$ cat config.mk
export PLATFORM = sky130hd
export DESIGN_NAME = redma_cmd_queue_flat
export DESIGN_NICKNAME = d
export VERILOG_FILES = /design/src/rtl/redma_cmd_queue_if.sv /design/src/rtl/redma_cmd_queue.sv /design/src/flat_wrapper.sv
export SDC_FILE = /design/constraint.sdc
export NUM_CORES = 1
export LEC_CHECK = 0
export ABC_AREA = 1
export CAP_MARGIN = 20
export CORE_UTILIZATION = 40
export CTS_CLUSTER_DIAMETER = 150
export DETAILED_ROUTE_END_ITERATION = 8
export GPL_TIMING_DRIVEN = 0
export PLACE_DENSITY_LB_ADDON = 0.25
export SLEW_MARGIN = 20
export SYNTH_ARGS = -nofsm -noshare
export SYNTH_HDL_FRONTEND = slang
export SYNTH_SLANG_ARGS = --single-unit
$ cat constraint.sdc
create_clock -name clk -period 6.4 [get_ports clk]
set_clock_uncertainty 0.05 [all_clocks]
set_input_delay 0.96 -clock clk [delete_from_list [all_inputs] [get_ports clk]]
set_output_delay 0.96 -clock clk [all_outputs]
set_load 0.01 [all_outputs]
$ cat src/rtl/redma_cmd_queue_if.sv
// Command and status streams of the DMA command queue.
// The master offers jobs and consumes status; the slave is the queue itself.
interface redma_cmd_queue_if #(
    parameter int INTERNAL_RADDR_WIDTH = 32,
    parameter int INTERNAL_WADDR_WIDTH = 32,
    parameter int BTT_WIDTH            = 32,
    parameter int TAG_WIDTH            = 8
) ();
    logic                            cmd_valid;
    logic                            cmd_ready;
    logic [INTERNAL_RADDR_WIDTH-1:0] cmd_raddr;
    logic [INTERNAL_WADDR_WIDTH-1:0] cmd_waddr;
    logic [BTT_WIDTH-1:0]            cmd_btt;
    logic                            cmd_write_zero;
    logic [TAG_WIDTH-1:0]            cmd_tag;

    logic                            sts_valid;
    logic                            sts_ready;
    logic [TAG_WIDTH-1:0]            sts_tag;
    logic                            sts_zero_len;

    modport master (
        output cmd_valid, cmd_raddr, cmd_waddr, cmd_btt, cmd_write_zero, cmd_tag,
        input  cmd_ready,
        input  sts_valid, sts_tag, sts_zero_len,
        output sts_ready
    );

    modport slave (
        input  cmd_valid, cmd_raddr, cmd_waddr, cmd_btt, cmd_write_zero, cmd_tag,
        output cmd_ready,
        output sts_valid, sts_tag, sts_zero_len,
        input  sts_ready
    );
endinterface

$ cat src/rtl/redma_cmd_queue.sv
// DMA command front-end: buffers jobs in a small FIFO, launches them one at a time
// on the engine controls, waits for both done pulses and returns the tag on status.
module redma_cmd_queue #(
    parameter int INTERNAL_RADDR_WIDTH = 32,
    parameter int INTERNAL_WADDR_WIDTH = 32,
    parameter int BTT_WIDTH            = 32,
    parameter int QUEUE_LEN            = 4,
    parameter int TAG_WIDTH            = 8
) (
    input  logic                              clk,
    input  logic                              rstn,
    redma_cmd_queue_if.slave                  bus,
    output logic [INTERNAL_RADDR_WIDTH-1:0]   read_start_addr,
    output logic [INTERNAL_WADDR_WIDTH-1:0]   write_start_addr,
    output logic [BTT_WIDTH-1:0]              btt,
    output logic                              write_zero,
    output logic                              reader_start,
    output logic                              writer_start,
    input  logic                              set_reader_intr,
    input  logic                              set_writer_intr,
    output logic                              busy,
    output logic [$clog2(QUEUE_LEN+1)-1:0]    queue_count
);
    localparam int CNT_W   = $clog2(QUEUE_LEN + 1);
    localparam int PTR_W   = (QUEUE_LEN > 1) ? $clog2(QUEUE_LEN) : 1;
    localparam int ENTRY_W = INTERNAL_RADDR_WIDTH + INTERNAL_WADDR_WIDTH + BTT_WIDTH + 1 + TAG_WIDTH;
    localparam logic [PTR_W-1:0] PTR_LAST   = PTR_W'(QUEUE_LEN - 1);
    localparam logic [CNT_W-1:0] FULL_COUNT = CNT_W'(QUEUE_LEN);

    typedef enum logic [1:0] {
        ST_IDLE,
        ST_LAUNCH,
        ST_WAIT,
        ST_REPORT
    } state_t;

    // ---------------------------------------------------------------- FIFO
    logic [ENTRY_W-1:0] fifo_mem [QUEUE_LEN];
    logic [PTR_W-1:0]   wr_ptr_reg, wr_ptr_next;
    logic [PTR_W-1:0]   rd_ptr_reg, rd_ptr_next;
    logic [CNT_W-1:0]   count_reg, count_next;
    logic               cmd_ready_reg, cmd_ready_next;
    logic               push, pop;
    logic [ENTRY_W-1:0] entry_in;
    logic [ENTRY_W-1:0] head;

    logic [INTERNAL_RADDR_WIDTH-1:0] head_raddr;
    logic [INTERNAL_WADDR_WIDTH-1:0] head_waddr;
    logic [BTT_WIDTH-1:0]            head_btt;
    logic                            head_write_zero;
    logic [TAG_WIDTH-1:0]            head_tag;

    state_t state_reg;

    assign push     = bus.cmd_valid && cmd_ready_reg;
    assign pop      = (state_reg == ST_IDLE) && (count_reg != '0);
    assign entry_in = {bus.cmd_raddr, bus.cmd_waddr, bus.cmd_btt, bus.cmd_write_zero, bus.cmd_tag};
    assign head     = fifo_mem[rd_ptr_reg];
    assign {head_raddr, head_waddr, head_btt, head_write_zero, head_tag} = head;

    always_comb begin
        wr_ptr_next = wr_ptr_reg;
        rd_ptr_next = rd_ptr_reg;
        count_next  = count_reg;
        if (push) begin
            wr_ptr_next = (wr_ptr_reg == PTR_LAST) ? '0 : wr_ptr_reg + PTR_W'(1);
        end
        if (pop) begin
            rd_ptr_next = (rd_ptr_reg == PTR_LAST) ? '0 : rd_ptr_reg + PTR_W'(1);
        end
        case ({push, pop})
            2'b10:   count_next = count_reg + CNT_W'(1);
            2'b01:   count_next = count_reg - CNT_W'(1);
            default: count_next = count_reg;
        endcase
        // Ready is registered from the next count, so it never bypasses a full queue.
        cmd_ready_next = (count_next != FULL_COUNT);
    end

    // Storage has no reset; the pointers alone define which entries are live.
    always_ff @(posedge clk) begin
        if (rstn && push) begin
            fifo_mem[wr_ptr_reg] <= entry_in;
        end
    end

    always_ff @(posedge clk) begin
        if (!rstn) begin
            wr_ptr_reg    <= '0;
            rd_ptr_reg    <= '0;
            count_reg     <= '0;
            cmd_ready_reg <= 1'b1;
        end else begin
            wr_ptr_reg    <= wr_ptr_next;
            rd_ptr_reg    <= rd_ptr_next;
            count_reg     <= count_next;
            cmd_ready_reg <= cmd_ready_next;
        end
    end

    // ---------------------------------------------------------------- job FSM
    logic [INTERNAL_RADDR_WIDTH-1:0] raddr_reg;
    logic [INTERNAL_WADDR_WIDTH-1:0] waddr_reg;
    logic [BTT_WIDTH-1:0]            btt_reg;
    logic                            write_zero_reg;
    logic                            reader_start_reg;
    logic                            writer_start_reg;
    logic                            rd_done_reg;
    logic                            wr_done_reg;
    logic                            sts_valid_reg;
    logic [TAG_WIDTH-1:0]            sts_tag_reg;
    logic                            sts_zero_len_reg;
    logic                            busy_reg;
    logic                            rd_ok, wr_ok;

    // A pulse arriving in the same cycle as the last flag completes the job.
    assign rd_ok = rd_done_reg | set_reader_intr;
    assign wr_ok = wr_done_reg | set_writer_intr;

    always_ff @(posedge clk) begin
        if (!rstn) begin
            state_reg        <= ST_IDLE;
            raddr_reg        <= '0;
            waddr_reg        <= '0;
            btt_reg          <= '0;
            write_zero_reg   <= 1'b0;
            reader_start_reg <= 1'b0;
            writer_start_reg <= 1'b0;
            rd_done_reg      <= 1'b0;
            wr_done_reg      <= 1'b0;
            sts_valid_reg    <= 1'b0;
            sts_tag_reg      <= '0;
            sts_zero_len_reg <= 1'b0;
            busy_reg         <= 1'b0;
        end else begin
            reader_start_reg <= 1'b0;
            writer_start_reg <= 1'b0;
            case (state_reg)
                ST_IDLE: begin
                    if (pop) begin
                        raddr_reg      <= head_raddr;
                        waddr_reg      <= head_waddr;
                        btt_reg        <= head_btt;
                        write_zero_reg <= head_write_zero;
                        sts_tag_reg    <= head_tag;
                        busy_reg       <= 1'b1;
                        if (head_btt == '0) begin
                            // Empty jobs skip the engines and report straight away.
                            state_reg        <= ST_REPORT;
                            sts_valid_reg    <= 1'b1;
                            sts_zero_len_reg <= 1'b1;
                        end else begin
                            state_reg        <= ST_LAUNCH;
                            writer_start_reg <= 1'b1;
                            reader_start_reg <= !head_write_zero;
                        end
                    end
                end
                ST_LAUNCH: begin
                    // Pulses seen here are dropped; a write-zero job has no read side.
                    rd_done_reg <= write_zero_reg;
                    wr_done_reg <= 1'b0;
                    state_reg   <= ST_WAIT;
                end
                ST_WAIT: begin
                    if (set_reader_intr) rd_done_reg <= 1'b1;
                    if (set_writer_intr) wr_done_reg <= 1'b1;
                    if (rd_ok && wr_ok) begin
                        state_reg     <= ST_REPORT;
                        sts_valid_reg <= 1'b1;
                    end
                end
                ST_REPORT: begin
                    if (bus.sts_ready) begin
                        state_reg        <= ST_IDLE;
                        sts_valid_reg    <= 1'b0;
                        sts_zero_len_reg <= 1'b0;
                        busy_reg         <= 1'b0;
                    end
                end
                default: begin
                    state_reg <= ST_IDLE;
                    busy_reg  <= 1'b0;
                end
            endcase
        end
    end

    assign bus.cmd_ready    = cmd_ready_reg;
    assign bus.sts_valid    = sts_valid_reg;
    assign bus.sts_tag      = sts_tag_reg;
    assign bus.sts_zero_len = sts_zero_len_reg;
    assign read_start_addr  = raddr_reg;
    assign write_start_addr = waddr_reg;
    assign btt              = btt_reg;
    assign write_zero       = write_zero_reg;
    assign reader_start     = reader_start_reg;
    assign writer_start     = writer_start_reg;
    assign busy             = busy_reg;
    assign queue_count      = count_reg;

endmodule

$ cat src/flat_wrapper.sv
// flat-port wrapper written by rule: the top's interface ports become plain ports
module redma_cmd_queue_flat 
#(
    parameter int INTERNAL_RADDR_WIDTH = 32,
    parameter int INTERNAL_WADDR_WIDTH = 32,
    parameter int BTT_WIDTH            = 32,
    parameter int QUEUE_LEN            = 4,
    parameter int TAG_WIDTH            = 8
)
  (clk, rstn, read_start_addr, write_start_addr, btt, write_zero, reader_start, writer_start, set_reader_intr, set_writer_intr, busy, queue_count, bus_cmd_valid, bus_cmd_raddr, bus_cmd_waddr, bus_cmd_btt, bus_cmd_write_zero, bus_cmd_tag, bus_cmd_ready, bus_sts_valid, bus_sts_tag, bus_sts_zero_len, bus_sts_ready);
  redma_cmd_queue_if #(.INTERNAL_RADDR_WIDTH(INTERNAL_RADDR_WIDTH), .INTERNAL_WADDR_WIDTH(INTERNAL_WADDR_WIDTH), .BTT_WIDTH(BTT_WIDTH), .TAG_WIDTH(TAG_WIDTH)) bus_i ();
  input  logic clk;
  input  logic rstn;
  output logic [INTERNAL_RADDR_WIDTH-1:0] read_start_addr;
  output logic [INTERNAL_WADDR_WIDTH-1:0] write_start_addr;
  output logic [BTT_WIDTH-1:0] btt;
  output logic write_zero;
  output logic reader_start;
  output logic writer_start;
  input  logic set_reader_intr;
  input  logic set_writer_intr;
  output logic busy;
  output logic [$clog2(QUEUE_LEN+1)-1:0] queue_count;
  input wire logic [$bits(bus_i.cmd_valid)-1:0] bus_cmd_valid;
  input wire logic [$bits(bus_i.cmd_raddr)-1:0] bus_cmd_raddr;
  input wire logic [$bits(bus_i.cmd_waddr)-1:0] bus_cmd_waddr;
  input wire logic [$bits(bus_i.cmd_btt)-1:0] bus_cmd_btt;
  input wire logic [$bits(bus_i.cmd_write_zero)-1:0] bus_cmd_write_zero;
  input wire logic [$bits(bus_i.cmd_tag)-1:0] bus_cmd_tag;
  output wire logic [$bits(bus_i.cmd_ready)-1:0] bus_cmd_ready;
  output wire logic [$bits(bus_i.sts_valid)-1:0] bus_sts_valid;
  output wire logic [$bits(bus_i.sts_tag)-1:0] bus_sts_tag;
  output wire logic [$bits(bus_i.sts_zero_len)-1:0] bus_sts_zero_len;
  input wire logic [$bits(bus_i.sts_ready)-1:0] bus_sts_ready;
  assign bus_i.cmd_valid = bus_cmd_valid;
  assign bus_i.cmd_raddr = bus_cmd_raddr;
  assign bus_i.cmd_waddr = bus_cmd_waddr;
  assign bus_i.cmd_btt = bus_cmd_btt;
  assign bus_i.cmd_write_zero = bus_cmd_write_zero;
  assign bus_i.cmd_tag = bus_cmd_tag;
  assign bus_cmd_ready = bus_i.cmd_ready;
  assign bus_sts_valid = bus_i.sts_valid;
  assign bus_sts_tag = bus_i.sts_tag;
  assign bus_sts_zero_len = bus_i.sts_zero_len;
  assign bus_i.sts_ready = bus_sts_ready;
  redma_cmd_queue #(.INTERNAL_RADDR_WIDTH(INTERNAL_RADDR_WIDTH), .INTERNAL_WADDR_WIDTH(INTERNAL_WADDR_WIDTH), .BTT_WIDTH(BTT_WIDTH), .QUEUE_LEN(QUEUE_LEN), .TAG_WIDTH(TAG_WIDTH)) u_core (.clk(clk), .rstn(rstn), .bus(bus_i), .read_start_addr(read_start_addr), .write_start_addr(write_start_addr), .btt(btt), .write_zero(write_zero), .reader_start(reader_start), .writer_start(writer_start), .set_reader_intr(set_reader_intr), .set_writer_intr(set_writer_intr), .busy(busy), .queue_count(queue_count));
endmodule
==> run summary, run 1 <==
## Detailed routing
• Initial DRC Count: 965
• average detailed-routed wire length per instance: 20.1 um
• ANT nets after route: 0
• number of iterations in the first detailed-routing pass: 5
• Vias/cell: 5.10
• vias: 13.6k
• total wire length: 53600 um
• number of DRC violations after detailed routing: 0

## Setup path
• top cell family by delay on the critical path: buffers and inverters
• Crit path arrival time: 4.13 ns
• critical-path cell list: inv_1 > ha_1 > o31ai_1 > clkinv_1 > clkbuf_1 > clkbuf_1 > ha_1 > inv_1 > fa_1 > o21ai_0 > o21ai_0 > a21oi_1 > nand3_1
• nature of the critical path startpoint: flip-flop
• worst-path fanout max: 10
• Critical Path Sink Type: flip-flop
• Crit Reg-Reg Startpoint: u_core.state_reg[0]
• r2r worst-path depth: 13
• critical path required time: 6.81 ns
• Worst Path Buf+Inv: 5
• category of the most critical setup path: flip-flop to flip-flop
• setup slack of the worst register-to-register path: 2.68 ns
• largest stage delay on the critical path: 0.56 ns
• worst r2r dst: u_core.bus.cmd_ready
• library cell contributing the largest single delay on the critical path: sky130_fd_sc_hd__clkbuf_1

## GRT
• GRT overflow: 0
• Total Routing Usage GR: 20.9%
• number of global-route vias before repair: 13.4k
• wire length of the first global-routing pass: 78800 um
• pin count of the biggest net entering global routing: 23
• number of antenna violations at the first check in global routing: 7

## Power and ir drop
• internal portion of total power: 7.58 mW
• static leakage power: 8.88 nW
• combinational share of power: 32.7%
• sequential fraction of design power: 39.7%
• proportion of total power due to net switching: 34.6%
• net switching power: 4.01 mW
• pwr dens: 454 nW/um2
• part of the power in the clock network: 27.6%
• maximum vdd ir drop: 221 uV

## Synth
• Avg Inst Size Synth: 12.2 um2
• synthesized-area fraction occupied by ao, oa, aoi and oai cells: 10.1%
• Post-Synth XOR/XNOR Area: 0.0436%
• nets in the synthesized netlist: 1770
• main combinational cell family by area after synthesis: simple AND/OR/NAND/NOR gates
• cell taking the most area after synthesis: sky130_fd_sc_hd__edfxtp_1
• synth top area cells: sky130_fd_sc_hd__edfxtp_1 (63%), sky130_fd_sc_hd__dfxtp_1 (12%), sky130_fd_sc_hd__o21ai_0 (6.5%)
• fraction of synthesized area in multiplexers: 0.0560%
• number of distinct standard cells referenced by the synthesized netlist: 27
• fraction of the yosys area taken by sequential cells: 75.1%
• register bit count reported by yosys: 544
• synthesized-area fraction occupied by adder cells: 0.785%
• fraction of the mapped netlist area in simple logic gates: 11.3%
• number of warning messages in the yosys log: 0
• proportion of netlist area held by the largest area contributor: 62.8%
• Post-Synthesis Cell Area: 20100 um2
• cells after synthesis: 1647

## Cells and area
• proportion of layout cells with a drive suffix above 1: 7.31%
• signed area change from the synthesized netlist to the final layout: 27.0%
• post-route cell area: 25500 um2
• combined area of the multi-input logic cells: 4500 um2
• Post-Layout Cell Count: 2664
• filler cell count in the final layout: 4331
• Final #Nets: 2072
• number of flip-flops in the largest register: 420
• Register Area: 15100 um2
• register ranked first by flip-flop count: u_core.fifo_mem

## Floorplan
• DIE WIDTH: 226 um
• placeable core area: 49300 um2
• I/O pin total: 225
• number of placement rows: 81
• Initial Utilization: 40.8%
• height of the die: 226 um
• area of the die: 51100 um2

## STA
• Worst-Margin Slew: 1.02 ns
• part of the cycle the worst path needs: 58.0%
• Setup violations, final: 0
• worst hold slack after final layout: 0.422 ns
• final worst setup slack: 2.68 ns
• count of endpoints failing hold in the final timing report: 0
• post-route minimum period: 3.72 ns
• achievable frequency: 269 MHz
• unrepaired setup endpoints after global routing: false
• number of slew-limit violations in the final report: 0
• max_slew headroom: 32.3%

## CTS
• number of cells upsized or downsized after cts: 0
• number of buffers added for setup after CTS: 0
• clock transition time at the flip-flop clock pins of the worst setup and hold paths: 0.06 ns
• number of clock sinks seen by CTS: 544
• Clock Latency Late Sink: 0.61 ns
• number of buffers inserted during clock tree synthesis: 56
• CTS tree: built
• Clock Tree Root: sky130_fd_sc_hd__clkbuf_16
• Bufs on Longest Clock Path: 3
• number of H-tree levels: 2
• number of hold buffers added after CTS: 0

## Status
• status: finished clean

## Worst hold path
• hold worst-path end: u_core.bus.sts_zero_len
• origin of the worst min-delay path: u_core.bus.sts_zero_len
• worst min-delay path category: flip-flop to flip-flop
• hold path depth: 2

## Place
• HPWL Detailed: 34800 um
• placed insts: 2555
• port bufs: 223
• worst slack at placement: 2.65 ns
• area of placed instances: 23700 um2
• Final Wtd Congestion: 0.837

## Flow run
• MaxCap Viol Count: 0

## cells by family after synthesis
logic type      after synthesis
simple gates                579
flops                       544
compound gates              383
buf+inv                     127
fa+ha+maj                    12
xor+xnor                      1
mux                           1
## power groups by stage
stage | Sequential [mW] | Clock, mW | Combinational, mW
2_1_floorplan | 4.75 | 0 | 1.85
3_3_place_gp | 4.70 | 0 | 3.69
3_5_place_dp | 4.66 | 0 | 3.82
4_1_cts | 4.59 | 3.25 | 3.83
5_1_grt | 4.63 | 3.38 | 4.16
6_report | 4.59 | 3.20 | 3.79
## placed cells by master, fill, tap and decap left out, drive strengths merged
cell type        n
a211oi           2
edfxtp         420
inv             24
o31ai            1
a21oi           44
mux2             1
nor3             1
nand3           70
o21ai          261
diode            3
o22ai            2
xnor2            1
clkbuf         158
a31oi           72
buf             60
clkinv          10
o211a            1
clkdlybuf4s50  223
nor2           320
fa               1
nand2          187
nand4            1
bufinv           2
dfxtp          124
ha              11
## worst max path at each step
stage | start | end | slack [ns] | depth (start not counted)
6_report | u_core.state_reg[0] | u_core.bus.cmd_ready | 2.68 | 13
3_3_place_gp | rstn | u_core.fifo_mem[2][55] | -4.53 | 3
5_1_grt | u_core.state_reg[0] | u_core.bus.cmd_ready | 2.35 | 13
2_1_floorplan | rstn | u_core.fifo_mem[0][0] | 0.04 | 3
4_1_cts | u_core.state_reg[0] | u_core.bus.cmd_ready | 2.62 | 13
3_5_place_dp | u_core.state_reg[0] | u_core.bus.cmd_ready | 2.65 | 13
## layout make-up
type	count	area share (%)
flip-flops and latches	544	59.2
multi-input cells	976	17.6
inverters	23	0.338
well taps	664	3.26
repair buffers	244	10.7
clock inverters	13	0.588
clock buffers	93	6.61
diodes	3	0.0294
plain buffers	104	1.74
## worst min-delay path, stage by stage (launching register included)
cell                      delay [ns]
sky130_fd_sc_hd__dfxtp_1        0.31
sky130_fd_sc_hd__nand2_1        0.06
sky130_fd_sc_hd__a21oi_1        0.05
## synth_stat cells
cell                       count
sky130_fd_sc_hd__a211oi_1      2
sky130_fd_sc_hd__a21oi_1      44
sky130_fd_sc_hd__a31oi_1      72
sky130_fd_sc_hd__buf_1         5
sky130_fd_sc_hd__buf_2        31
sky130_fd_sc_hd__buf_4         2
sky130_fd_sc_hd__buf_6         1
sky130_fd_sc_hd__clkbuf_1     65
sky130_fd_sc_hd__clkinv_1      1
sky130_fd_sc_hd__dfxtp_1     124
sky130_fd_sc_hd__edfxtp_1    420
sky130_fd_sc_hd__fa_1          1
sky130_fd_sc_hd__ha_1         11
sky130_fd_sc_hd__inv_1        21
sky130_fd_sc_hd__inv_2         1
sky130_fd_sc_hd__mux2_2        1
sky130_fd_sc_hd__nand2_1     186
sky130_fd_sc_hd__nand2_2       1
sky130_fd_sc_hd__nand3_1      70
sky130_fd_sc_hd__nand4_1       1
sky130_fd_sc_hd__nor2_1      320
sky130_fd_sc_hd__nor3_1        1
sky130_fd_sc_hd__o211a_1       1
sky130_fd_sc_hd__o21ai_0     261
sky130_fd_sc_hd__o22ai_1       2
sky130_fd_sc_hd__o31ai_1       1
sky130_fd_sc_hd__xnor2_1       1
## through the flow
step / setup TNS [ns] / util (%) / power (mW)
6_report: 0 / 51.8 / 11.6
5_1_grt: 0 / 51.8 / 12.2
4_1_cts: 0 / 51.8 / 11.7
3_5_place_dp: 0 / 48.1 / 8.48
3_3_place_gp: -1870.74 / 47.0 / 8.39
2_1_floorplan: 0 / - / 6.60
## per-layer routing
layer	wire, um	share of wire (%)	track usage, %	vias up
li1	-	-	-	6471
met5	55	0.10	0	-
met3	3320	6.2	4.16	110
met2	26200	49	35.5	420
met1	22400	42	26.1	6571
met4	1590	3.0	8.06	8
Power figures use the tool's default switching activity.
==> run 2, diff against run 1 <==
==> constraint.sdc (replaced) <==
create_clock -name clk -period 3.8 [get_ports clk]
set_clock_uncertainty 0.05 [all_clocks]
set_input_delay 0.57 -clock clk [delete_from_list [all_inputs] [get_ports clk]]
set_output_delay 0.57 -clock clk [all_outputs]
set_load 0.01 [all_outputs]
==> run summary, run 2 (same netlist as run 1, synthesis figures left out) <==
## Status
• status: finished clean

## STA
• Setup violations, final: 0
• achievable frequency: 297 MHz
• part of the cycle the worst path needs: 88.5%
• unrepaired setup endpoints after global routing: false
• count of endpoints failing hold in the final timing report: 0
• number of slew-limit violations in the final report: 0
• Worst-Margin Slew: 0.981 ns
• post-route minimum period: 3.36 ns
• max_slew headroom: 34.6%

## Cells and area
• signed area change from the synthesized netlist to the final layout: 26.5%
• register ranked first by flip-flop count: u_core.fifo_mem
• Final #Nets: 2072
• Post-Layout Cell Count: 2663
• post-route cell area: 25400 um2
• number of flip-flops in the largest register: 420
• proportion of layout cells with a drive suffix above 1: 7.02%
• most frequent cells in the layout: sky130_fd_sc_hd__edfxtp_1 (420), sky130_fd_sc_hd__nor2_1 (316), sky130_fd_sc_hd__o21ai_0 (261), sky130_fd_sc_hd__clkdlybuf4s50_1 (223), sky130_fd_sc_hd__nand2_1 (186)
• leading cell type in the layout, fill and taps excluded: sky130_fd_sc_hd__edfxtp_1

## Setup path
• worst r2r dst: u_core.bus.cmd_ready
• nature of the critical path startpoint: flip-flop
• worst-path fanout max: 18
• Crit path arrival time: 3.78 ns
• Crit Reg-Reg Startpoint: u_core.queue_count[0]
• setup slack of the worst register-to-register path: 0.44 ns
• Critical Path Sink Type: flip-flop
• r2r worst-path depth: 11
• category of the most critical setup path: flip-flop to flip-flop
• critical path required time: 4.22 ns

## Power and ir drop
• maximum vdd ir drop: 420 uV
• proportion of total power due to net switching: 34.9%
• part of the power in the clock network: 26.5%
• internal portion of total power: 12.5 mW
• sequential fraction of design power: 40.2%
• net switching power: 6.71 mW
• static leakage power: 8.83 nW
• combinational share of power: 33.3%
• pwr dens: 757 nW/um2

## Floorplan
• number of placement rows: 81
• DIE WIDTH: 226 um
• area of the die: 51100 um2
• Initial Utilization: 40.8%
• placeable core area: 49300 um2
• height of the die: 226 um
• I/O pin total: 225

## Detailed routing
• total wire length: 53800 um
• Initial DRC Count: 1176
• ANT nets after route: 0
• vias: 13.6k
• number of iterations in the first detailed-routing pass: 6
• Vias/cell: 5.11
• average detailed-routed wire length per instance: 20.2 um
• number of DRC violations after detailed routing: 0

## Worst hold path
• origin of the worst min-delay path: rstn
• worst min-delay path category: input pin to flip-flop
• hold worst-path end: u_core.write_start_addr[21]
• hold path depth: 3

## CTS
• Clock Tree Root: sky130_fd_sc_hd__clkbuf_16
• number of cells upsized or downsized after cts: 0
• number of hold buffers added after CTS: 0
• number of clock sinks seen by CTS: 544
• number of H-tree levels: 2
• CTS tree: built
• Clock Latency Late Sink: 0.60 ns
• number of buffers inserted during clock tree synthesis: 55
• number of buffers added for setup after CTS: 0
• Bufs on Longest Clock Path: 3
• clock transition time at the flip-flop clock pins of the worst setup and hold paths: 0.06 ns

## Flow run
• MaxCap Viol Count: 0

## Place
• port bufs: 223
• placed insts: 2557
• Final Wtd Congestion: 0.853
• HPWL Detailed: 35500 um
• area of placed instances: 23700 um2

## GRT
• pin count of the biggest net entering global routing: 22
• number of global-route vias before repair: 13.3k
• Total Routing Usage GR: 21.2%
• GRT overflow: 0
• wire length of the first global-routing pass: 79900 um
• number of antenna violations at the first check in global routing: 13

## run 2: critical path: stages (launching register included)
cell and delay [ns]:
sky130_fd_sc_hd__dfxtp_1 0.35, sky130_fd_sc_hd__o31ai_1 0.64, sky130_fd_sc_hd__clkinvlp_4 0.71, sky130_fd_sc_hd__clkbuf_1 0.40
sky130_fd_sc_hd__ha_1 0.28, sky130_fd_sc_hd__inv_1 0.09, sky130_fd_sc_hd__fa_1 0.19, sky130_fd_sc_hd__a21oi_1 0.06
sky130_fd_sc_hd__o21ai_0 0.09, sky130_fd_sc_hd__o21ai_0 0.10, sky130_fd_sc_hd__a21oi_1 0.20, sky130_fd_sc_hd__nand3_1 0.09
## run 2: cell type report
| class | instances | area [um2] |
|---|---|---|
| diodes | 4 | 10.0 |
| plain buffers | 103 | 440 |
| clock buffers | 82 | 1490 |
| clock inverters | 21 | 196 |
| fillers | 4262 | 23800 |
| inverters | 23 | 90.1 |
| multi-input cells | 976 | 4500 |
| flip-flops and latches | 544 | 15100 |
| well taps | 664 | 831 |
| repair buffers | 246 | 2770 |
## run 2: per-layer routing
metal,GRT usage [%],routed length (um),vias to the layer above
li1,-,-,6479
met1,26.9,22300,6599
met2,35.1,25900,425
met3,6.14,4290,100
met4,6.21,1220,18
met5,0,112,-
## run 2: power by group through the flow
stage | sequential [mW] | combinational [mW] | clock [mW]
final | 7.72 | 6.40 | 5.10
after CTS | 7.71 | 6.49 | 5.20
after detailed placement | 7.83 | 6.46 | 0
after global routing | 7.80 | 7.08 | 5.43
after floorplan | 7.98 | 3.12 | 0
after global placement | 7.88 | 6.24 | 0
## run 2: how the worst max path moves through the flow
stage / startpoint / to / slack, ns / cells after the start
after detailed placement: u_core.state_reg[0] / u_core.bus.cmd_ready / 0.05 / 13
after CTS: u_core.state_reg[0] / u_core.bus.cmd_ready / 0.03 / 13
after global placement: rstn / u_core.fifo_mem[1][54] / -3.52 / 3
after global routing: u_core.queue_count[0] / u_core.bus.cmd_ready / 0.11 / 11
final: u_core.queue_count[0] / u_core.bus.cmd_ready / 0.44 / 11
after floorplan: rstn / u_core.fifo_mem[0][0] / -0.47 / 3
## run 2: stage by stage
step            TNS, ns  util [%]  setup WS (ns)  total power, mW  hold WS (ns)
3_3_place_gp   -1446.62      47.0          -3.52             14.1         0.399
6_report              0      51.6          0.438             19.2         0.349
5_1_grt               0      51.6          0.109             20.3         0.361
2_1_floorplan   -198.20         -         -0.472             11.1         0.423
4_1_cts               0      51.6         0.0343             19.4         0.323
3_5_place_dp          0      48.2         0.0500             14.3         0.412
==> run 3, diff against run 2 <==
--- a/config.mk
+++ b/config.mk
@@ -10,6 +10,7 @@
 export CORE_UTILIZATION = 40
 export CTS_CLUSTER_DIAMETER = 150
 export DETAILED_ROUTE_END_ITERATION = 8
+export DONT_BUFFER_PORTS = 1
 export GPL_TIMING_DRIVEN = 0
 export PLACE_DENSITY_LB_ADDON = 0.25
 export SLEW_MARGIN = 20
==> run summary, run 3 (same netlist as run 1, synthesis figures left out) <==
## CTS
• clock transition time at the flip-flop clock pins of the worst setup and hold paths: 0.06 ns
• CTS tree: built
• Bufs on Longest Clock Path: 3
• number of clock sinks seen by CTS: 544
• Clock Latency Late Sink: 0.60 ns
• number of buffers added for setup after CTS: 0
• number of H-tree levels: 2
• Clock Tree Root: sky130_fd_sc_hd__clkbuf_16
• number of buffers inserted during clock tree synthesis: 56

## Place
• port bufs: 0
• Final Wtd Congestion: 0.849
• HPWL Detailed: 34300 um

## Cells and area
• most frequent cells in the layout: sky130_fd_sc_hd__edfxtp_1 (420), sky130_fd_sc_hd__nor2_1 (316), sky130_fd_sc_hd__o21ai_0 (261), sky130_fd_sc_hd__nand2_1 (186), sky130_fd_sc_hd__dfxtp_1 (124)
• register ranked first by flip-flop count: u_core.fifo_mem
• combined area of the multi-input logic cells: 4500 um2
• filler cell count in the final layout: 4366
• Final #Nets: 1953
• leading cell type in the layout, fill and taps excluded: sky130_fd_sc_hd__edfxtp_1
• signed area change from the synthesized netlist to the final layout: 21.0%
• number of flip-flops in the largest register: 420
• proportion of layout cells with a drive suffix above 1: 7.73%
• Register Area: 15100 um2

## Floorplan
• number of placement rows: 81
• height of the die: 226 um
• DIE WIDTH: 226 um
• placeable core area: 49300 um2
• Initial Utilization: 40.8%
• I/O pin total: 225
• area of the die: 51100 um2

## STA
• count of endpoints failing hold in the final timing report: 0
• Worst-Margin Slew: 1.02 ns
• Setup violations, final: 0
• unrepaired setup endpoints after global routing: false
• number of slew-limit violations in the final report: 0
• max_slew headroom: 32.1%
• setup TNS: 0 ns
• part of the cycle the worst path needs: 86.2%
• post-route minimum period: 3.28 ns
• achievable frequency: 305 MHz

## Power and ir drop
• part of the power in the clock network: 28.9%
• maximum vdd ir drop: 446 uV
• internal portion of total power: 11.8 mW
• static leakage power: 8.46 nW
• sequential fraction of design power: 43.8%
• proportion of total power due to net switching: 36.2%
• combinational share of power: 27.3%
• pwr dens: 759 nW/um2
• Power, Total: 18.4 mW
• net switching power: 6.67 mW

## Setup path
• category of the most critical setup path: flip-flop to flip-flop
• Critical Path Sink Type: flip-flop
• critical-path cell list: o31ai_1 > clkinv_2 > clkbuf_1 > ha_1 > inv_1 > fa_1 > a21oi_1 > o21ai_0 > o21ai_0 > a21oi_1 > nand3_1
• nature of the critical path startpoint: flip-flop
• critical path required time: 4.22 ns
• Crit Reg-Reg Startpoint: u_core.queue_count[0]
• start point of the critical path: u_core.queue_count[0]
• largest stage delay on the critical path: 0.60 ns
• worst-path fanout max: 18
• library cell contributing the largest single delay on the critical path: sky130_fd_sc_hd__o31ai_1
• Crit path arrival time: 3.70 ns

## GRT
• wire length of the first global-routing pass: 78400 um
• Total Routing Usage GR: 20.7%
• pin count of the biggest net entering global routing: 23
• GRT overflow: 0
• number of antenna violations at the first check in global routing: 10
• number of global-route vias before repair: 12.7k

## Status
• status: finished clean

## Worst hold path
• origin of the worst min-delay path: set_writer_intr
• worst min-delay path category: input pin to flip-flop

## Detailed routing
• total wire length: 53400 um
• Vias/cell: 5.12
• average detailed-routed wire length per instance: 21.0 um
• Initial DRC Count: 1007
• number of DRC violations after detailed routing: 0
• vias: 13.0k
• number of iterations in the first detailed-routing pass: 6
• ANT nets after route: 0

## Flow run
• MaxCap Viol Count: 0

run 3: cell types whose count changed in the layout (fill, tap and decap cells not counted), moves of 2 or more:
cell	change
sky130_fd_sc_hd__clkbuf_1	-11
sky130_fd_sc_hd__buf_12	-2
sky130_fd_sc_hd__diode_2	+3
sky130_fd_sc_hd__dlygate4sd3_1	+105
sky130_fd_sc_hd__clkinv_4	+2
sky130_fd_sc_hd__clkinv_2	-4
sky130_fd_sc_hd__clkdlybuf4s50_1	-223
sky130_fd_sc_hd__clkbuf_16	+4
sky130_fd_sc_hd__clkinv_1	+5
sky130_fd_sc_hd__clkbuf_8	+3
sky130_fd_sc_hd__clkinvlp_4	+3
run 3: timing repair:
item | 4_1_cts | 5_1_grt
hold endpoints to repair | 420 | 0
hold buffers | 105 | 0
setup endpoints to repair | 3 | 0
gates resized for setup | 1 | 0
run 3: cell type report:
| class | count | area share (%) |
|---|---|---|
| Sequential cell | 544 | 62.1 |
| Multi-Input combinational cell | 976 | 18.5 |
| Clock buffer | 79 | 6.56 |
| Timing Repair Buffer | 126 | 6.36 |
| Tap cell | 664 | 3.42 |
| Buffer | 103 | 1.81 |
| Clock inverter | 25 | 0.803 |
| Inverter | 23 | 0.360 |
| Antenna cell | 7 | 0.0721 |
run 3: power groups by stage:
stage          registers [mW]  clock network, mW  logic (mW)
2_1_floorplan            7.98                  0        3.12
3_3_place_gp             8.26                  0        4.79
3_5_place_dp             8.22                  0        4.95
4_1_cts                  8.10               5.44        5.09
5_1_grt                  8.18               5.63        5.63
6_report                 8.09               5.33        5.03
run 3: per-stage QoR:
stage               instance area, um2  hold WS (ns)  cells  worst slack (ns)  utilization (%)
finish                           24300        0.0805   2547             0.523             49.3
global route                     24300         0.113   2544             0.311             49.3
detailed placement               21400         0.451   2332            -0.132             43.5
global placement                 20900         0.442   2311             -3.50             42.5
CTS                              24300        0.0381   2540             0.496             49.3
floorplan                        20100         0.423   1647            -0.472                -
run 3: final timing paths:
kind                     endpoint  cells past startpoint  slack, ns
max          u_core.bus.cmd_ready                     11       0.52
min            u_core.wr_done_reg                      2       0.08
max reg2reg  u_core.bus.cmd_ready                     11       0.52
min reg2reg  u_core.rd_ptr_reg[1]                      2       0.46
run 3: worst max-delay path: cells and delay by family (launching register included):
kind            cells  cell delay [ns]
compound gates      5             1.11
buf+inv             3             1.06
fa+ha+maj           2             0.48
flops               1             0.38
simple gates        1             0.09
run 3: layer usage:
layer	global-route usage [%]	part of all wire (%)
met5	0	0.12
met4	7.52	2.6
met3	5.67	8.1
met2	33.6	48
met1	26.4	42
